### src/rtl/uart_pkg.sv
// Shared UART definitions: FSM state encoding, default line/clock constants and the
// oversampling divider calculation shared by the receiver and transmitter.
// Optional feature macro: UART_RX_PARITY_EN (adds the even-parity state).
package uart_pkg;

    localparam int unsigned DefaultClkHz     = 50_000_000;
    localparam int unsigned DefaultBaud      = 9600;
    localparam int unsigned DefaultOversample = 16;

    typedef enum logic [2:0] {
        StIdle,
        StStart,
        StData,
`ifdef UART_RX_PARITY_EN
        StParity,
`endif
        StStop,
        StWaitIdle
    } uart_state_e;

    // Clock cycles per oversampling tick, never below one.
    function automatic int unsigned calc_div(input int unsigned clk_hz,
                                             input int unsigned baud,
                                             input int unsigned oversample);
        int unsigned d;
        d = clk_hz / (baud * oversample);
        return (d < 1) ? 1 : d;
    endfunction

endpackage

### src/rtl/uart_baud_tick.sv
// Free-running divider producing a one-cycle tick every Div clocks.
// With Div == 1 the tick is permanently high.
module uart_baud_tick #(
    parameter int unsigned Div = 1
) (
    input  logic clk_i,
    input  logic rst_ni,
    output logic tick_o
);

    localparam int unsigned CntW = (Div > 1) ? $clog2(Div) : 1;
    localparam logic [CntW-1:0] CntMax = CntW'(Div - 1);

    logic [CntW-1:0] cnt_q;

    // Count 0..Div-1 and wrap.
    always_ff @(posedge clk_i or negedge rst_ni) begin
        if (!rst_ni) begin
            cnt_q <= '0;
        end else if (cnt_q == CntMax) begin
            cnt_q <= '0;
        end else begin
            cnt_q <= cnt_q + CntW'(1);
        end
    end

    assign tick_o = (cnt_q == CntMax);

endmodule

### src/rtl/uart_rx_sampler.sv
// Oversampling UART receiver: synchronises the line, validates the start bit at its
// centre, samples data/stop at bit centres and emits registered one-cycle pulses.
// Optional feature macro: UART_RX_PARITY_EN (one even-parity bit after D7).
module uart_rx_sampler
    import uart_pkg::*;
#(
    parameter int unsigned CLK_HZ     = DefaultClkHz,
    parameter int unsigned BAUD       = DefaultBaud,
    parameter int unsigned OVERSAMPLE = DefaultOversample
) (
    input  logic       iClk,
    input  logic       iRst_n,
    input  logic       iRx,
    output logic [7:0] oData,
    output logic       oValid,
    output logic       oFrameErr,
    output logic       oParityErr,
    output logic       oBusy
);

    localparam int unsigned Div   = calc_div(CLK_HZ, BAUD, OVERSAMPLE);
    localparam int unsigned ScntW = $clog2(OVERSAMPLE);
    localparam logic [ScntW-1:0] ScntMid  = ScntW'(OVERSAMPLE / 2 - 1);
    localparam logic [ScntW-1:0] ScntLast = ScntW'(OVERSAMPLE - 1);

    logic rx_meta_q;
    logic rx_s_q;
    logic tick;

    uart_state_e      state_q;
    logic [ScntW-1:0] scnt_q;
    logic [2:0]       bit_idx_q;
    logic [7:0]       shift_q;
    logic [7:0]       data_q;
    logic             valid_q;
    logic             ferr_q;
    logic             busy_q;
`ifdef UART_RX_PARITY_EN
    logic             par_q;
    logic             perr_q;
`endif

    // Two-flop synchroniser; idle-high reset so reset never looks like a start bit.
    always_ff @(posedge iClk or negedge iRst_n) begin
        if (!iRst_n) begin
            rx_meta_q <= 1'b1;
            rx_s_q    <= 1'b1;
        end else begin
            rx_meta_q <= iRx;
            rx_s_q    <= rx_meta_q;
        end
    end

    uart_baud_tick #(
        .Div (Div)
    ) u_baud_tick (
        .clk_i  (iClk),
        .rst_ni (iRst_n),
        .tick_o (tick)
    );

    // Receive FSM with registered data, pulses and busy flag.
    always_ff @(posedge iClk or negedge iRst_n) begin
        if (!iRst_n) begin
            state_q   <= StIdle;
            scnt_q    <= '0;
            bit_idx_q <= '0;
            shift_q   <= '0;
            data_q    <= '0;
            valid_q   <= 1'b0;
            ferr_q    <= 1'b0;
            busy_q    <= 1'b0;
`ifdef UART_RX_PARITY_EN
            par_q     <= 1'b0;
            perr_q    <= 1'b0;
`endif
        end else begin
            valid_q <= 1'b0;
            ferr_q  <= 1'b0;
`ifdef UART_RX_PARITY_EN
            perr_q  <= 1'b0;
`endif
            // Lags the state by one cycle on both entry and exit of IDLE.
            busy_q  <= (state_q != StIdle);
            if (tick) begin
                unique case (state_q)
                    StIdle: begin
                        if (!rx_s_q) begin
                            state_q <= StStart;
                            scnt_q  <= '0;
                        end
                    end
                    StStart: begin
                        if (scnt_q == ScntMid) begin
                            scnt_q    <= '0;
                            bit_idx_q <= '0;
                            // A start bit that is gone by its centre is a glitch.
                            state_q   <= rx_s_q ? StIdle : StData;
                        end else begin
                            scnt_q <= scnt_q + ScntW'(1);
                        end
                    end
                    StData: begin
                        if (scnt_q == ScntLast) begin
                            shift_q   <= {rx_s_q, shift_q[7:1]};
                            bit_idx_q <= bit_idx_q + 3'd1;
                            scnt_q    <= '0;
                            if (bit_idx_q == 3'd7) begin
`ifdef UART_RX_PARITY_EN
                                state_q <= StParity;
`else
                                state_q <= StStop;
`endif
                            end
                        end else begin
                            scnt_q <= scnt_q + ScntW'(1);
                        end
                    end
`ifdef UART_RX_PARITY_EN
                    StParity: begin
                        if (scnt_q == ScntLast) begin
                            par_q   <= rx_s_q;
                            scnt_q  <= '0;
                            state_q <= StStop;
                        end else begin
                            scnt_q <= scnt_q + ScntW'(1);
                        end
                    end
`endif
                    StStop: begin
                        if (scnt_q == ScntLast) begin
                            scnt_q <= '0;
                            if (rx_s_q) begin
                                // Return to IDLE mid stop bit so a back-to-back start is seen.
                                state_q <= StIdle;
`ifdef UART_RX_PARITY_EN
                                if (par_q != ^shift_q) begin
                                    perr_q <= 1'b1;
                                end else begin
                                    data_q  <= shift_q;
                                    valid_q <= 1'b1;
                                end
`else
                                data_q  <= shift_q;
                                valid_q <= 1'b1;
`endif
                            end else begin
                                ferr_q  <= 1'b1;
                                state_q <= StWaitIdle;
                            end
                        end else begin
                            scnt_q <= scnt_q + ScntW'(1);
                        end
                    end
                    StWaitIdle: begin
                        // Hold off until the break ends so it reports only once.
                        if (rx_s_q) begin
                            state_q <= StIdle;
                        end
                    end
                    default: state_q <= StIdle;
                endcase
            end
        end
    end

    assign oData     = data_q;
    assign oValid    = valid_q;
    assign oFrameErr = ferr_q;
    assign oBusy     = busy_q;
`ifdef UART_RX_PARITY_EN
    assign oParityErr = perr_q;
`else
    assign oParityErr = 1'b0;
`endif

endmodule

### config.mk
export PLATFORM = sky130hd
export DESIGN_NAME = uart_rx_sampler
export DESIGN_NICKNAME = d
export VERILOG_FILES = /design/src/rtl/uart_pkg.sv /design/src/rtl/uart_baud_tick.sv /design/src/rtl/uart_rx_sampler.sv
export SDC_FILE = /design/constraint.sdc
export NUM_CORES = 1
export LEC_CHECK = 0
export BUFFER_PORTS_ARGS = -buffer_cell sky130_fd_sc_hd__buf_2
export CORE_MARGIN = 3
export CORE_UTILIZATION = 55
export CTS_CLUSTER_DIAMETER = 60
export DETAILED_ROUTE_END_ITERATION = 16
export GPL_TIMING_DRIVEN = 0
export PLACE_DENSITY_LB_ADDON = 0.2
export SLEW_MARGIN = 20
export SYNTH_ARGS = -nofsm -noshare
export SYNTH_HDL_FRONTEND = slang
export SYNTH_SLANG_ARGS = --single-unit
### constraint.sdc
create_clock -name iClk -period 3.2 [get_ports iClk]
set_input_delay 0.16 -clock iClk [delete_from_list [all_inputs] [get_ports iClk]]
set_output_delay 0.16 -clock iClk [all_outputs]
set_load 0.02 [all_outputs]
==> Yosys cells after proc, flatten, opt, wreduce, memory -nomap -nowiden <==
Cells that the tools add are included.
{ "word_totals": {"regBits": 40, "out_inout_bits": 12, "elab_cells": 63} }
{ "classes": {"n_eq_ne": 14, "n_addsub": 3, "n_reduce_logical": 10, "muxes": 25} }
{ "ops": {"columns": ["op", "n"], "rows": [
  ["2-to-1 mux 3 bit", 9],
  ["case mux 3 bit (5 select lines)", 1],
  ["2-to-1 mux 4 bit", 3],
  ["!= test 2 bit, second input constant", 6],
  ["case mux 4 bit (3 select lines)", 1],
  ["adder 9 x 1 -> 9 bit, second input constant", 1],
  ["equality test 9 bit, second input constant", 1],
  ["2-to-1 mux 9 bit", 1],
  ["2-to-1 mux 1 bit", 8],
  ["AND reduction 4 bit", 2],
  ["AND reduction 7 bit", 1],
  ["equality test 3 x 2 -> 1 bit, second input constant", 2],
  ["equality test 3 bit, second input constant", 2],
  ["case mux 3 bit (2 select lines)", 1],
  ["AND reduction 3 bit", 2],
  ["nonzero test 3 bit", 2],
  ["adder 4 x 1 -> 4 bit, second input constant", 1],
  ["equality test 4 x 3 -> 1 bit, second input constant", 1],
  ["equality test 4 bit, second input constant", 1],
  ["adder 3 x 1 -> 3 bit, second input constant", 1],
  ["equality test 3 x 1 -> 1 bit, second input constant", 1],
  ["logical NOT 3 bit", 1],
  ["2-to-1 mux 2 bit", 1],
  ["nonzero test 2 bit", 1],
  ["OR reduction 2 bit", 1]
]} }

==> Logic depth before layout (Yosys ltp) <==
Gate-level depths: netlist of run 1.
{ "depth": {"ltp_word": 4, "ltp_mapped": 7, "mapped_depth_nobuf": 6} }

==> Hierarchy <==
Synthesis of run 1 repeated with hierarchy kept, for this count alone.
{ "unflattened": {"cells_unflattened": 161, "hier_area_um2": 1888.1} }
{ "by_module_without_submodules": {"columns": ["module", "cells_per_inst", "seq_area_each_um2", "instances", "area_per_inst_um2"], "rows": [
  ["uart_rx_sampler", 120, 778.2, 1, 1463.9],
  ["uart_baud_tick", 41, 225.2, 1, 424.2]
]} }

==> Least setup slack after synthesis of run 1 <==
No wires, ideal clock.
{ "synth_timing": {"path_type": "register to register", "start": "reg u_baud_tick.cnt_q[3]", "end": "reg shift_q[0]", "synth_period_minus_slack_ns": 2.270, "path_slack_ns": 0.930, "arrival_ns": 2.144, "required_ns": 3.075, "setup_ns": 0.125, "stages_incl_launch_ff": 6, "path_cell_list": "dfrtp_1 or4b_4 or2_4 or4_4 buf_6 mux2_4"} }
{ "synth_via": {"elab_chain_len": 2} }
{ "synth_rtl": {"columns": ["element", "line", "source"], "rows": [
  ["start: declaration", "uart_baud_tick.sv:14", "logic [CntW-1:0] cnt_q;"],
  ["start signal: assignment", "uart_baud_tick.sv:23", "cnt_q <= cnt_q + CntW'(1);"],
  ["equality test 9 bit", "uart_baud_tick.sv:27", "assign tick_o = (cnt_q == CntMax);"],
  ["AND reduction 3 bit (no source line)", null, null],
  ["end signal: assignment", "uart_rx_sampler.sv:105", "shift_q <= {rx_s_q, shift_q[7:1]};"],
  ["end: declaration", "uart_rx_sampler.sv:33", "logic [7:0] shift_q;"]
]} }
Every way passes these cells.
A chain may end at the register's enable or synchronous reset.

==> Worst setup path in the final report of run 1 <==
{ "layout_timing": {"start": "reg u_baud_tick.cnt_q[3]", "end": "reg data_q[3] (netlist: oData[3])"} }
{ "layout_via": {"elab_chain_len": 2} }
{ "layout_rtl": {"columns": ["element", "line", "source"], "rows": [
  ["equality test 9 bit", "uart_baud_tick.sv:27", null],
  ["AND reduction 4 bit (no source line)", null, null],
  ["end signal: assignment", "uart_rx_sampler.sv:144", "data_q <= shift_q;"],
  ["end: declaration", "uart_rx_sampler.sv:34", "logic [7:0] data_q;"]
]} }
Every way passes these cells.

==> summary.md, run 1 <==
| Metric | Value |
|---|---|
| Status | `completed` |
| Die height | `approximately 64 um` |
| Initial Utilization | `59.3%` |
| Finished Layout Cells | `220` |
| Cells after Synth | `about 150` |
| Setup TNS | `0 ns` |
| Syn avg cell area | `12.1 um^2` |
| DP Area | `1970 um^2` |
| Max layer used | `met4` |
| Fin. max-slew vios | `0` |
| Ys flop type | `dfrtp_1` |
| DRC Markers | `0` |
| Fillers | `258` |
| P_sw | `0.188 mW` |
| Multi-input logic area | `793 um^2` |
| Minimum clock period | `2.41 ns` |
| Async SR Flop Fraction | `100%` |
| Flop pwr share | `between 50% and 60%` |
| EDFF count, synth | `0` |
| Commonest non-fill, non-tap cell in the layout | `dfrtp_1` |
| Most frequent cells in the layout | `dfrtp_1, buf_2, nor2_1, mux2_2` |
| WP data arrival | `around 2.7 ns` |
| GR Overflow Total | `0` |
| Sequential area share after synthesis | `54.1%` |
| Post-DR wirelength/cell | `between 10 and 15 um` |
| Synth area leader | `dfrtp_1` |
| Vias/cell | `5.45` |
| Area Overhead vs Synth | `12.1%` |
| Setup CP Type | `flip-flop to flip-flop` |
| Hold Worst Slack | `0.363 ns` |
| Ports | `15` |
| Worst slack at placement | `a little under 0.8 ns` |
| Num CTS Buffers | `5` |
| DP Cell Count | `210` |
| Initial DRC count | `42` |
| Combinational group share of total power | `around 1.8%` |
| Met3 WL post-DR | `129 um` |
| # rows | `20` |
| Pleak | `1.02 nW` |
| Met2 WL | `1.55 mm` |
| Drt pass-1 iters | `4` |
| Core Region | `3130 um^2` |
| Final WL | `approximately 3.2 mm` |
| Setup clock skew after layout | `0.0133 ns` |
| Max Clk Rate | `0.415 GHz` |
| CP required | `3.45 ns` |
| GPL Wtd Cong | `0.900` |
| Switching share of power | `21.6%` |
| Postcts setup bufs | `0` |
| Clock Pin Slew Worst Setup and Hold Paths | `0.13 ns` |
| Design area | `2080 um^2` |
| CTS tree | `yes` |
| Worst Hold Depth | `0` |
| Total Routing Usage GR | `between 10% and 20%` |
| Worst-Skew Late Latency | `0.35 ns` |
| Synth Net Count | `~160` |
| #FFs+latches synth | `40` |
| ANT nets after route | `0` |
| RSZ-0062 raised after global routing | `false` |
| Vias in the first global route | `1178` |
| Area share of the largest cell type after synthesis | `slightly above 50%` |
| Nets | `183` |
| Die W | `64.1 um` |
| Clock sinks | `40` |
| Yosys cell types | `40` |
| First-pass GRT wire length | `5.60 mm` |
| Final WS setup | `0.788 ns` |
| Worst Hold Class | `flip-flop to flip-flop` |
| Final Cycle Share | `roughly 75%` |
| Share of cells above drive strength 1 | `~30%` |
| HPWL Detailed | `2.22 mm` |
| PD cells | `417 nW/um^2` |
| Critical path capture point type | `flip-flop` |
| Longest Clk Path Bufs | `2` |
| Count of warnings emitted by yosys | `0` |
| Initial antenna violation count | `0` |
| Relative slew slack | `43.2%` |
| Hold violation count in the final report | `0` |
| Post-cts sizing count | `0` |
| Power share of the clock group | `between 30% and 40%` |
| Setup Viol. Count Final | `0` |
| I/O Buffers | `13` |
| Max VDD drop | `0.000223 V` |
| Antenna diodes | `0` |
| # H-tree levels | `2` |
| Register Area | `1000 um^2` |
| Routed via count | `1200` |
| Synth area leaders | `dfrtp_1, mux2_4, mux2_2, ha_1, dfstp_2` |
| Max cap viols | `0` |
| Worst slew pin tran | `0.851 ns` |
| Die area | `4100 um^2` |
| Synthesized area | `roughly 1900 um^2` |
| Worst Path Max Fanout | `8` |
| Metal-1 WL | `approximately 1.5 mm` |
| Startpoint types | `flip-flop` |
| Largest net degree at the start of global routing | `41` |
| Internal | `0.679 mW` |
| Root buffer cell | `clkbuf_4` |
| Reg2Reg Depth | `5` |
## layer usage
layer,global-route usage [%],vias up
met5,0,-
met4,4.85,0
met3,5.98,5
met2,29.0,21
met1,23.1,593
li1,-,581
## synth_stat cells, drive strengths merged (2+ instances only)
master / instances
a21oi: 2
dfrtp: 38
nor3: 4
mux2i: 4
o211ai: 2
nand3b: 2
clkbuf: 4
nand2: 6
dfstp: 2
o21ai: 5
inv: 6
nand4: 3
or4b: 2
nor2b: 2
nand3: 8
nor2: 12
and3: 3
xnor2: 5
nand2b: 3
ha: 5
buf: 2
mux2: 18
xor2: 3
## power by group through the flow
stage	sequential, mW	clock, mW	combinational (mW)
after floorplan	0.519	0	0.00318
final	0.510	0.341	0.0153
after global routing	0.510	0.377	0.0181
after detailed placement	0.519	0	0.0142
after CTS	0.509	0.349	0.0161
after global placement	0.519	0	0.0137
## final cells by class
class / count / area share, %
plain buffers: 6 / 1.69
clock buffers: 5 / 1.81
clock inverters: 3 / 2.23
inverters: 6 / 1.08
multi-input cells: 101 / 38.2
flip-flops and latches: 40 / 48.3
well taps: 44 / 2.65
repair buffers: 15 / 4.09
## what timing repair did
action                                  4_1_cts  5_1_grt
endpoints found under the setup margin        0        0
hold buffers                                  2        0
hold endpoints to repair                     39        0
## cell families after synthesis
family	after synthesis	synth area share [%]
and+or+nand+nor	53	16.5
adders and majority gates	5	3.37
AOI/OAI and AO/OA	12	4.25
other	1	0.202
xor gates and xnor gates	8	3.78
buffers and inverters	12	3.10
DFF	40	54.1
muxes	22	14.7
## stage by stage
| stage | utilization, % | total power, mW |
|---|---|---|
| final | 66.4 | 0.866 |
| after global routing | 66.4 | 0.905 |
| after CTS | 66.4 | 0.875 |
| after detailed placement | 63.1 | 0.533 |
| after global placement | 63.1 | 0.533 |
| after floorplan | - | 0.522 |
## final timing paths
path,end,slack (ns),from
min,rx_s_q,0.36,rx_meta_q
max,oData[3],0.79,u_baud_tick.cnt_q[3]
max reg2reg,oData[3],0.79,u_baud_tick.cnt_q[3]
min reg2reg,rx_s_q,0.36,rx_meta_q
max in group asynchronous,scnt_q[1],2.22,iRst_n
min in group asynchronous,bit_idx_q[2],0.43,iRst_n
## flip-flops by register name (all words and copies together), names as in the netlist
| signal | flops |
|---|---|
| rx_meta_q | 1 |
| oData | 8 |
| oFrameErr | 1 |
| oBusy | 1 |
| shift_q | 8 |
| scnt_q | 4 |
| oValid | 1 |
| bit_idx_q | 3 |
| rx_s_q | 1 |
| state_q | 3 |
| u_baud_tick.cnt_q | 9 |
## critical path: stages (launching register included)
cell and delay, ns:
dfrtp_1 0.45, or4b_4 0.59, nor3_1 0.31, and3_1 0.20
clkbuf_1 0.37, mux2_2 0.40
Note: power is estimated with default switching activity, not from simulation.
==> inputs of run 2 (changes only) <==
==> constraint.sdc (replaced) <==
create_clock -name iClk -period 2.5 [get_ports iClk]
set_input_delay 0.125 -clock iClk [delete_from_list [all_inputs] [get_ports iClk]]
set_output_delay 0.125 -clock iClk [all_outputs]
set_load 0.02 [all_outputs]
==> summary.md, run 2 (synthesis results as in run 1) <==
| Metric | Value |
|---|---|
| Status | `completed` |
| Total Routing Usage GR | `18.0% (unchanged)` |
| CP required | `2.75 ns (-0.70 ns)` |
| Post-cts sizing count | `0 (unchanged)` |
| WP data arrival | `2.62 ns (-0.04 ns)` |
| Initial Utilization | `59.3% (unchanged)` |
| Clock Pin Slew Worst Setup and Hold Paths | `0.13 ns (about the same)` |
| I/O Buffers | `13 (unchanged)` |
| Num CTS Buffers | `5 (unchanged)` |
| Nets | `182 (-0.55%)` |
| Power share of the clock group | `39.4% (about the same)` |
| Pleak | `1.02 nW (-0.12%)` |
| DRC Markers | `0 (unchanged)` |
| Die height | `64.1 um (unchanged)` |
| Switching share of power | `21.6% (-0.040 points)` |
| Postcts setup bufs | `0 (unchanged)` |
| CTS tree | `yes` |
| # rows | `20 (unchanged)` |
| Die W | `64.1 um (unchanged)` |
| Final Cycle Share | `94.7% (+19 points)` |
| Critical path capture point type | `flip-flop` |
| Internal | `0.869 mW (+28%)` |
| Startpoint types | `flip-flop` |
| Max VDD drop | `0.000286 V (+28%)` |
| RSZ-0062 raised after global routing | `false` |
| PD cells | `534 nW/um^2 (+28%)` |
| GPL Wtd Cong | `0.900 (unchanged)` |
| # H-tree levels | `2 (unchanged)` |
| Largest reg by FF count | `u_baud_tick.cnt_q` |
| Final design utilization | `66.3% (-0.12 points)` |
| Post-DR wirelength/cell | `14.6 um (+0.93%)` |
| Final Total Pwr | `1.11 mW (+28%)` |
| Drt pass-1 iters | `4 (unchanged)` |
| Fin. max-slew vios | `0 (unchanged)` |
| Final WS setup | `0.132 ns (-0.656 ns)` |
| Setup clock skew after layout | `0.0129 ns (-0.000326 ns)` |
| Hold violation count in the final report | `0 (unchanged)` |
| Worst Hold Class | `flip-flop to flip-flop` |
| Worst slack at placement | `0.0894 ns (-0.700 ns)` |
| Area Overhead vs Synth | `11.9%` |
| Routed via count | `1194 (-0.50%)` |
| R2r setup slk | `0.13 ns (-0.66 ns)` |
| Initial antenna violation count | `0 (unchanged)` |
| Combinational group share of total power | `1.8% (about the same)` |
| Vias/cell | `5.45 (about the same)` |
| Largest register FFs | `9 (unchanged)` |
| Worst-Skew Late Latency | `0.35 ns (about the same)` |
| Antenna diodes | `0 (unchanged)` |
| Vias in the first global route | `1178 (unchanged)` |
| Core Region | `3130 um^2 (unchanged)` |
| ANT nets after route | `0 (unchanged)` |
| Share of cells above drive strength 1 | `30.3% (+0.17 points)` |
| Initial DRC count | `53 (+26%)` |
| Max cap viols | `0 (unchanged)` |
| Relative slew slack | `43.7% (+0.45 points)` |
| Ports | `15 (unchanged)` |
| Setup CP Type | `flip-flop to flip-flop` |
| Setup TNS | `0 ns (unchanged)` |
| Max Clk Rate | `0.422 GHz (+1.8%)` |
| Fillers | `258 (unchanged)` |
| Most frequent cells in the layout | `dfrtp_1, buf_2, nor2_1, mux2_2` |
| HPWL Detailed | `2.22 mm (unchanged)` |
| Flop pwr share | `58.9% (about the same)` |
| Setup Viol. Count Final | `0 (unchanged)` |
| Longest Clk Path Bufs | `2 (unchanged)` |
| Final WL | `3.20 mm (+0.47%)` |
| Die area | `4100 um^2 (unchanged)` |
| Largest net degree at the start of global routing | `41 (unchanged)` |
| Commonest non-fill, non-tap cell in the layout | `dfrtp_1` |
| GR Overflow Total | `0 (unchanged)` |
| Root buffer cell | `clkbuf_4` |
| First-pass GRT wire length | `5.60 mm (unchanged)` |
| P_sw | `0.239 mW (+28%)` |
| Worst slew pin tran | `0.845 ns (-0.00673 ns)` |
| Minimum clock period | `2.37 ns (-0.0438 ns)` |
| Worst Path Max Fanout | `8 (unchanged)` |
| Clock sinks | `40 (unchanged)` |
==> run 2: changes by cell type in the layout (fill, tap and decap cells not counted), sizes merged <==
| cell | before | now |
|---|---|---|
| clkbuf | 9 | 8 |
==> run 2: final timing paths <==
path	from	to	cells after the start
max	u_baud_tick.cnt_q[3]	shift_q[0]	5
min	rx_meta_q	rx_s_q	0
max reg2reg	u_baud_tick.cnt_q[3]	shift_q[0]	5
min reg2reg	rx_meta_q	rx_s_q	0
max in group asynchronous	iRst_n	scnt_q[2]	2
min in group asynchronous	iRst_n	bit_idx_q[2]	2
==> run 2: critical path, cell delays in order, from the launching register on <==
cell	delay (ns)
dfrtp_1	0.44
or4b_4	0.59
or2_4	0.26
or4_4	0.51
buf_6	0.17
mux2_4	0.30
==> run 2: area by class of cell <==
cell class	count	area [um^2]	area share, %
Timing Repair Buffer	15	85.1	4.10
Multi-Input combinational cell	101	793	38.2
Clock buffer	5	37.5	1.81
Sequential cell	40	1000	48.4
Inverter	6	22.5	1.09
Buffer	5	31.3	1.51
Clock inverter	3	46.3	2.23
Tap cell	44	55.1	2.65
==> run 2: power by group through the flow <==
| stage | Clock (mW) | Combinational [mW] | Sequential [mW] |
|---|---|---|---|
| after floorplan | 0 | 0.00407 | 0.664 |
| after global placement | 0 | 0.0176 | 0.664 |
| after detailed placement | 0 | 0.0182 | 0.664 |
| after CTS | 0.447 | 0.0206 | 0.652 |
| after global routing | 0.483 | 0.0232 | 0.653 |
| final | 0.436 | 0.0195 | 0.652 |
==> run 2: repair_timing <==
item                                   CTS  global route
hold buffers                             2             0
setup endpoints to repair                0             8
endpoints found under the hold margin   39             0
==> run 2: metal layers <==
metal / global-route usage (%) / vias to the layer above / routed length (um)
met3: 5.98 / 3 / 127
met2: 29.0 / 21 / 1550
met4: 4.85 / 0 / 19
met1: 23.1 / 592 / 1510
met5: 0 / - / 0
li1: - / 578 / -
==> run 2: metrics by stage <==
| stage | hold slack, ns | cell area, um^2 | std cells |
|---|---|---|---|
| 5_1_grt | 0.369 | 2070 | 219 |
| 3_3_place_gp | 0.231 | 1970 | 210 |
| 3_5_place_dp | 0.232 | 1970 | 210 |
| 2_1_floorplan | -0.171 | 1850 | 153 |
| 6_report | 0.363 | 2070 | 219 |
| 4_1_cts | 0.365 | 2080 | 220 |
